<file path="src/rtl/key_irq_controller_pkg.sv">
// key_irq_controller_pkg: shared constants and helpers for the external key interrupt path.
package key_irq_controller_pkg;
   localparam int KEY_IRQ_CAUSE_SHIFT = 8;
   localparam int MAX_KEYS = 4;
   localparam int IRQ_ID_W = 2;
   localparam logic [29:0] EXC_VECTOR = 30'h60;
   typedef logic [IRQ_ID_W-1:0] irq_id_t;
   function automatic logic [31:0] irq_cause(irq_id_t id);
      return 32'(1) << (KEY_IRQ_CAUSE_SHIFT + int'(id));
   endfunction
endpackage

</file>
<file path="src/rtl/key_irq_controller_debounce.sv">
// key_debounce: synchronises one raw key, debounces it and emits a one-cycle press pulse.
module key_debounce #(
   parameter int DEBOUNCE_CYCLES = 50000,
   parameter bit KEY_ACTIVE_LOW = 1'b1
) (
   input  logic Clk,
   input  logic Reset,
   input  logic key_i,
   output logic press_o
);
   localparam int CW = $clog2(DEBOUNCE_CYCLES);
   logic [1:0] sync_q;
   logic stable_q, stable_d, prev_q, s, done;
   logic [CW-1:0] cnt_q, cnt_d;
   // Normalised before sampling so 1 = pressed and reset value 0 = released.
   always_ff @(posedge Clk or negedge Reset)
      if (!Reset) begin
         sync_q   <= '0;
         stable_q <= 1'b0;
         prev_q   <= 1'b0;
         cnt_q    <= '0;
      end else begin
         sync_q   <= {sync_q[0], key_i ^ KEY_ACTIVE_LOW};
         stable_q <= stable_d;
         prev_q   <= stable_q;
         cnt_q    <= cnt_d;
      end
   always_comb begin
      s        = sync_q[1];
      done     = cnt_q == CW'(DEBOUNCE_CYCLES - 1);
      stable_d = (s != stable_q && done) ? s : stable_q;
      cnt_d    = (s == stable_q || done) ? '0 : cnt_q + 1'b1;
   end
   assign press_o = stable_q & ~prev_q;
endmodule

</file>
<file path="src/rtl/key_irq_controller.sv">
// key_irq_controller: latches debounced key presses as pending interrupts and raises a prioritised request.
module key_irq_controller
   import key_irq_controller_pkg::*;
#(
   parameter int N_KEYS = 4,
   parameter int DEBOUNCE_CYCLES = 50000,
   parameter bit KEY_ACTIVE_LOW = 1'b1
) (
   input  logic              Clk,
   input  logic              Reset,
   input  logic [N_KEYS-1:0] KEY,
   input  logic [N_KEYS-1:0] i_mask,
   input  logic              i_ie,
   input  logic              i_ack,
   input  logic [1:0]        i_ack_id,
   output logic [N_KEYS-1:0] o_pending,
   output logic              o_irq,
   output logic [1:0]        o_irq_id,
   output logic [31:0]       o_cause
);
   logic [N_KEYS-1:0] press, clr, eff, pending_q, pending_d;
   irq_id_t id;
   for (genvar g = 0; g < N_KEYS; g++) begin : g_key
      key_debounce #(.DEBOUNCE_CYCLES(DEBOUNCE_CYCLES), .KEY_ACTIVE_LOW(KEY_ACTIVE_LOW)) u_db (
         .Clk(Clk), .Reset(Reset), .key_i(KEY[g]), .press_o(press[g])
      );
   end
   always_ff @(posedge Clk or negedge Reset)
      if (!Reset) pending_q <= '0;
      else pending_q <= pending_d;
   // Acks for ids beyond N_KEYS match no line; a new press overrides a same-cycle ack.
   always_comb begin
      clr = '0;
      for (int k = 0; k < N_KEYS; k++) clr[k] = i_ack && i_ack_id == IRQ_ID_W'(k);
      pending_d = (pending_q & ~clr) | press;
      eff = i_ie ? (pending_q & i_mask) : '0;
      id = '0;
      for (int k = N_KEYS - 1; k >= 0; k--) if (eff[k]) id = IRQ_ID_W'(k);
   end
   assign o_pending = pending_q;
   assign o_irq     = |eff;
   assign o_irq_id  = id;
   assign o_cause   = o_irq ? irq_cause(id) : '0;
endmodule

</file>
<file path="config.mk">
export PLATFORM = sky130hd
export DESIGN_NAME = key_irq_controller
export DESIGN_NICKNAME = d
export VERILOG_FILES = /design/src/rtl/key_irq_controller_pkg.sv /design/src/rtl/key_irq_controller_debounce.sv /design/src/rtl/key_irq_controller.sv
export SDC_FILE = /design/constraint.sdc
export NUM_CORES = 1
export LEC_CHECK = 0
export BUFFER_PORTS_ARGS = -buffer_cell sky130_fd_sc_hd__buf_2
export CELL_PAD_IN_SITES_DETAIL_PLACEMENT = 1
export CELL_PAD_IN_SITES_GLOBAL_PLACEMENT = 1
export CORE_MARGIN = 2
export CORE_UTILIZATION = 45
export DETAILED_ROUTE_END_ITERATION = 8
export GPL_TIMING_DRIVEN = 0
export PLACE_DENSITY = 0.78
export SYNTH_ARGS = -nofsm -noshare
export SYNTH_HDL_FRONTEND = slang
export SYNTH_SLANG_ARGS = --single-unit
</file>
<file path="constraint.sdc">
create_clock -name Clk -period 2.3 [get_ports Clk]
set_input_delay 0.115 -clock Clk [delete_from_list [all_inputs] [get_ports Clk]]
set_output_delay 0.115 -clock Clk [all_outputs]
set_load 0.005 [all_outputs]
</file>
==> impl_metrics.env, run 1 <==
export IMPL_outcome="completed"
export IMPL_die_h_um=99.4
export IMPL_avgSynthCellArea_um2=10.0
export IMPL_stdcell_count=590
export IMPL_nets=495
export IMPL_grt_util_all_layers=0.183
export IMPL_ys_seq_area_frac=0.513
export IMPL_fin_skew_ps=15.3
export IMPL_synth_area_um2=4100
export IMPL_worstSetupPathType="reg2reg"
export IMPL_period_share=0.834
export IMPL_reg2reg_slack_ps=380
export IMPL_cts_root_buf="clkbuf_8"
export IMPL_ys_flop_type="dfrtp_1"
export IMPL_rsz0062_at_grt="no"
export IMPL_cp_start_kind="flip-flop"
export IMPL_yosys_area_top_type="dfrtp_1"
export IMPL_antenna_found_initial=0
export IMPL_die_width_um=99.4
export IMPL_areaGrowthSynthToFinish_pct=15.0
export IMPL_synthArstFlopShare=1.00
export IMPL_synth_edff_count=0
export IMPL_die_area_um2=9890
export IMPL_postLayoutSetupSlackWorst_ps=381
export IMPL_ir_drop_mv=0.237
export IMPL_rows=34
export IMPL_cts_resized=0
export IMPL_synth_seq_cells=84
export IMPL_p_per_area_nw_per_um2=561
export IMPL_core_um2=8760
export IMPL_grt_ovfl_total=0
export IMPL_wirelength_um=8520
export IMPL_wire_per_inst_um=14.4
export IMPL_ys_types=30
export IMPL_grt_pass1_vias=3053
export IMPL_dp_cells=569
export IMPL_clockBufferDepth=2
export IMPL_fin_util=0.538
export IMPL_leakagePower_nw=2.13
export IMPL_preCtsSetupSlack_ps=410
export IMPL_cp_end_kind="flip-flop"
export IMPL_synthTopCellsByArea="dfrtp_1 (51%), xnor2_1 (9.2%), nor2_1 (7.1%), buf_4 (5.1%), xor2_1 (3.4%)"
export IMPL_clock_sinks=84
export IMPL_drtPass1Iterations=5
export IMPL_max_freq_mhz=521
export IMPL_cts_made_buffers=9
export IMPL_finalPower_mw=2.64
export IMPL_io_pins=53
export IMPL_synth_most_common_cell="dfrtp_1"
export IMPL_crit_required_ps=2550
export IMPL_gp_congestion=0.818
export IMPL_grt_pass1_wl_um=14600
export IMPL_num_vias=2996
export IMPL_ant_nets=0
export IMPL_clk_latency_ps=360
export IMPL_hp_class="in2reg"
export IMPL_worstPathArrival_ps=2170
export IMPL_port_buffers=24
export IMPL_synth_commonest_cells="dfrtp_1 (84), nor2_1 (78), xnor2_1 (43)"
export IMPL_cts_max_level=3
export IMPL_finalMaxSlewViolations=0
export IMPL_clk_pin_slew_ps=90
export IMPL_setup_viol=0
export IMPL_hold_end="o_pending[0]$_DFF_PN0_"
export IMPL_min_period_ps=1920
export IMPL_min_from="i_ack_id[0]"
export IMPL_hold_path_depth=3
export IMPL_ys_warn_count=0
export IMPL_nFillCells=1036
export IMPL_cts_tree="yes"
export IMPL_finalSetupTns_ps=0
export IMPL_rr_endpoint="g_key[1].u_db.cnt_q[0]$_DFF_PN0_"
export IMPL_initial_utilization=0.468
export IMPL_cap_violations=0
export IMPL_critPathMaxFanout=10
export IMPL_synth_top_area_share=0.513
export IMPL_hold_viol=0
export IMPL_slew_limit_headroom=0.653
export IMPL_rr_worst_depth=5
export IMPL_vias_per_cell=5.08
export IMPL_dpl_hpwl_um=6070
export IMPL_r2r_start="g_key[1].u_db.cnt_q[0]$_DFF_PN0_"
export IMPL_fin_area_um2=4710
export IMPL_drive_gt1_frac=0.168
export IMPL_drc_errors=0
export IMPL_hold_ws_ps=57.1
export IMPL_dpl_cell_area_um2=4480
export IMPL_tightest_slew_ps=521
export IMPL_grt_max_degree=49
export IMPL_insertedDiodeCount=0
export IMPL_synthCells=409
export IMPL_drt_iter0_markers=126
## worst max-delay path, stage by stage (launching register included)
cell     delay, ps
dfrtp_1        410
ha_1           210
nand3_1        310
o41ai_4        610
buf_6          220
nor2_1          50
## kinds of logic (layout without fill, tap and decap cells)
group	after synthesis	in the layout	share of synthesized area
AOI/OAI and AO/OA	13	13	0.0275
xor gates and xnor gates	59	59	0.126
adders and majority gates	4	4	0.0122
buffers and inverters	52	98	0.0779
DFF	84	84	0.513
muxes	4	4	0.0110
other	1	28	0.000915
and+or+nand+nor	192	192	0.231
## cell type report
type	count	area [um2]	share of cell area
Buffer	33	248	0.0526
Clock buffer	10	128	0.0271
Clock inverter	6	48.8	0.0104
Inverter	19	71.3	0.0151
Multi-Input combinational cell	300	1780	0.377
Sequential cell	84	2100	0.446
Tap cell	108	135	0.0287
Timing Repair Buffer	30	200	0.0425
## where the power goes
group          total [mW]  internal (mW)  switching [mW]
clock               0.955          0.400           0.555
combinational       0.166         0.0753          0.0903
sequential           1.52           1.50          0.0228
total                2.64           1.97           0.668
## flip-flops by register name, summed over array words and instances (netlist names)
signal and flops:
o_pending 4, g_key.u_db.prev_q 4, g_key.u_db.sync_q 8, g_key.u_db.stable_q 4, g_key.u_db.cnt_q 64
## routing by layer
metal  GRT usage  wire, um  up-vias
li1            -         -     1454
met1       0.244      4000     1468
met2       0.307      4070       64
met3      0.0288       346       10
met4      0.0622       106        0
met5           0         0        -
## cell usage in the layout (no fill, tap or decap), types with 12 or more instances in the layout
cell and n:
nor3_1 12, conb_1 28, xnor2_1 43, nor2_1 78, inv_1 19, nand3_1 23
xor2_1 16, nor4_1 16, nand4_1 18, buf_2 26, buf_4 29, nand2_1 24
dfrtp_1 84
## worst max-delay path by stage
stage | start | slack, ps | endpoint | cells past startpoint
after floorplan | g_key[1].u_db.cnt_q[11]$_DFF_PN0_ | 660 | g_key[1].u_db.cnt_q[10]$_DFF_PN0_ | 4
after global placement | Reset | 430 | g_key[1].u_db.cnt_q[11]$_DFF_PN0_ | 1
after detailed placement | g_key[0].u_db.cnt_q[12]$_DFF_PN0_ | 410 | g_key[0].u_db.cnt_q[10]$_DFF_PN0_ | 5
after CTS | g_key[1].u_db.cnt_q[0]$_DFF_PN0_ | 370 | g_key[1].u_db.cnt_q[7]$_DFF_PN0_ | 5
after global routing | g_key[1].u_db.cnt_q[0]$_DFF_PN0_ | 220 | g_key[1].u_db.cnt_q[8]$_DFF_PN0_ | 5
final | g_key[1].u_db.cnt_q[0]$_DFF_PN0_ | 380 | g_key[1].u_db.cnt_q[0]$_DFF_PN0_ | 5
## repair_timing
| item | CTS | global route |
|---|---|---|
| hold endpoints to repair | 40 | 0 |
| hold buffers | 5 | 0 |
| buffers inserted | 0 | 0 |
No activity file was read; power rests on OpenSTA's default activity.
==> inputs of run 2 (changes only) <==
Settings changed: ABC_AREA set to 1, CORE_UTILIZATION 45 to 39, PLACE_DENSITY 0.78 to 0.74.
Clock period 2.3 ns to 1.6 ns, I/O delays scaled along.
==> run 2 against run 1 <==
  * Combinational power up 63%
  * Flip-flop and latch count unchanged
  * Power up 69%
  * Cell area up 14%
  * Non-clock buffer count unchanged
  * Count of clock-buffer cells in the layout up 2
  * First-iteration DRC count down 18%
  * Critical path depth up 2
  * Setup slack worse by 300 ps
  * Via count up 27%
  * Register-to-register slack worse by 300 ps
  * Final cell count up 35%
  * Critical endpoint is now g_key[1].u_db.cnt_q[2]$_DFF_PN0_
  * Largest power group unchanged
==> impl_metrics.env, run 2 <==
export IMPL_cts_root_buf="clkbuf_16"
export IMPL_drtPass1Iterations=4
export IMPL_synth_commonest_cells="nand2_1 (138), nor2_1 (128), dfrtp_1 (84)"
export IMPL_drt_iter0_markers=103
export IMPL_min_period_ps=1520
export IMPL_setup_viol=0
export IMPL_worstSetupPathType="reg2reg"
export IMPL_p_per_area_nw_per_um2=836
export IMPL_grt_pass1_vias=4052
export IMPL_synth_top_area_share=0.468
export IMPL_synthCells=577
export IMPL_synth_edff_count=0
export IMPL_die_area_um2=12400
export IMPL_io_pins=53
export IMPL_cts_made_buffers=9
export IMPL_synth_seq_cells=84
export IMPL_synthTopCellsByArea="dfrtp_1 (47%), nand2_1 (12%), nor2_1 (11%), inv_1 (4.9%), buf_4 (4.7%)"
export IMPL_clockBufferDepth=2
export IMPL_grt_ovfl_total=0
export IMPL_slew_limit_headroom=0.624
export IMPL_yosys_area_top_type="dfrtp_1"
export IMPL_crit_required_ps=1830
export IMPL_die_width_um=111
export IMPL_ant_nets=0
export IMPL_wire_per_inst_um=13.7
export IMPL_clk_latency_ps=340
export IMPL_fin_area_um2=5350
export IMPL_min_from="i_ack_id[1]"
export IMPL_hp_class="in2reg"
export IMPL_critPathMaxFanout=10
export IMPL_rows=39
export IMPL_leakagePower_nw=2.39
export IMPL_worstPathArrival_ps=1750
export IMPL_ys_warn_count=0
export IMPL_avgSynthCellArea_um2=7.78
export IMPL_ir_drop_mv=0.392
export IMPL_cts_tree="yes"
export IMPL_ys_types=22
export IMPL_outcome="completed"
export IMPL_cp_end_kind="flip-flop"
export IMPL_port_buffers=24
export IMPL_core_um2=11300
export IMPL_grt_util_all_layers=0.183
export IMPL_r2r_start="g_key[1].u_db.cnt_q[0]$_DFF_PN0_"
export IMPL_num_vias=3791
export IMPL_insertedDiodeCount=0
export IMPL_postLayoutSetupSlackWorst_ps=77.5
export IMPL_seqCellArea_um2=2100
export IMPL_largest_reg_flops=64
export IMPL_initial_utilization=0.397
export IMPL_ys_seq_area_frac=0.468
export IMPL_clk_pin_slew_ps=70
export IMPL_largestRegisters="g_key.u_db.cnt_q (64), g_key.u_db.sync_q (8)"
export IMPL_vias_per_cell=4.77
export IMPL_finalMaxSlewViolations=0
export IMPL_grt_pass1_wl_um=18700
export IMPL_cp_start_kind="flip-flop"
export IMPL_final_common_cell="nand2_1"
export IMPL_most_common_layout_cells="nand2_1 (138), nor2_1 (124), dfrtp_1 (84), inv_1 (59), buf_4 (30)"
export IMPL_multiInputGateArea_um2=2090
export IMPL_fin_skew_ps=10.6
export IMPL_clock_sinks=84
export IMPL_cap_violations=0
export IMPL_grt_max_degree=45
export IMPL_cp_cell_sequence="ha_2, nand3_4, nor2_2, nand2_1, nand2_4, buf_6, nor2_1"
export IMPL_hold_viol=0
export IMPL_wirelength_um=10900
export IMPL_max_freq_mhz=657
export IMPL_areaGrowthSynthToFinish_pct=19.1
export IMPL_cp_startpoint="g_key[1].u_db.cnt_q[0]$_DFF_PN0_"
export IMPL_antenna_found_initial=0
export IMPL_cpPeakStageDelay_ps=380
export IMPL_cts_max_level=3
export IMPL_gp_congestion=0.834
export IMPL_drive_gt1_frac=0.152
export IMPL_dpl_cell_area_um2=4920
export IMPL_tightest_slew_ps=564
export IMPL_preCtsSetupSlack_ps=-111
export IMPL_die_h_um=111
export IMPL_finalPower_mw=4.47
export IMPL_nets=664
export IMPL_cp_slowest_cell="dfrtp_1"
export IMPL_synth_area_um2=4490
export IMPL_synth_most_common_cell="nand2_1"
export IMPL_drc_errors=0
export IMPL_top_register="g_key.u_db.cnt_q"
export IMPL_period_share=0.952
export IMPL_synthArstFlopShare=1.00
export IMPL_nFillCells=1412
export IMPL_finalSetupTns_ps=0
export IMPL_dpl_hpwl_um=7930
export IMPL_ys_flop_type="dfrtp_1"
run 2: area by class of cell:
cell class                 count  area share
multi-input combinational    429       0.392
tap                          143      0.0335
timing repair buffer          31      0.0388
clock inverter                 4     0.00608
inverter                      59      0.0414
sequential                    84       0.393
clock buffer                  12      0.0480
buffer                        32      0.0477
run 2: final timing paths:
| check | to | cells after the start | slack (ps) |
|---|---|---|---|
| worst max-delay path | g_key[1].u_db.cnt_q[2]$_DFF_PN0_ | 7 | 80 |
| worst min-delay path | o_pending[0]$_DFF_PN0_ | 3 | 20 |
| worst max register to register | g_key[1].u_db.cnt_q[2]$_DFF_PN0_ | 7 | 80 |
| worst min register to register | g_key[2].u_db.sync_q[1]$_DFF_PN0_ | 0 | 350 |
| max in group asynchronous | g_key[2].u_db.cnt_q[6]$_DFF_PN0_ | 3 | 700 |
| min in group asynchronous | g_key[3].u_db.cnt_q[12]$_DFF_PN0_ | 2 | 270 |
run 2: cells by family (layout without fill, tap and decap cells):
group                      count (synthesis)  in the layout  share of synthesized area
and+or+nand+nor                          340            340                      0.322
buffers and inverters                     91            138                      0.106
DFF                                       84             84                      0.468
AOI/OAI and AO/OA                         29             29                     0.0368
xor gates and xnor gates                  28             28                     0.0546
adders and majority gates                  4              4                     0.0111
other                                      1             28                   0.000835
run 2: metal layers:
layer  GRT usage  wire [um]
met1       0.223       4860
met2       0.328       5550
met3      0.0372        330
met4      0.0527        138
met5           0          0
run 2: worst max-delay path: cells and delay by family, from the launching register on:
| kind | cells | cell delay, ps |
|---|---|---|
| flip-flops | 1 | 380 |
| adder cells (fa/ha/maj) | 1 | 240 |
| buffers and inverters | 1 | 160 |
| AND/OR/NAND/NOR | 5 | 630 |
run 2: repair_timing:
action / 4_1_cts / 5_1_grt
resized for setup: 7 / 10
buffers inserted: 1 / 0
hold buffers: 5 / 0
setup endpoints to repair: 40 / 40
hold endpoints to repair: 44 / 0
run 2: power by group:
group          switching (mW)  internal, mW
Clock                   0.860          1.15
Sequential             0.0376          2.16
Combinational           0.150         0.121
Total                    1.05          3.43
run 2: stage by stage:
step,hold slack [ps],std cells,utilization
2_1_floorplan,-216,604,-
3_3_place_gp,225,771,0.432
3_5_place_dp,115,772,0.435
4_1_cts,16.7,794,0.468
5_1_grt,63.5,794,0.472
6_report,15.7,794,0.472
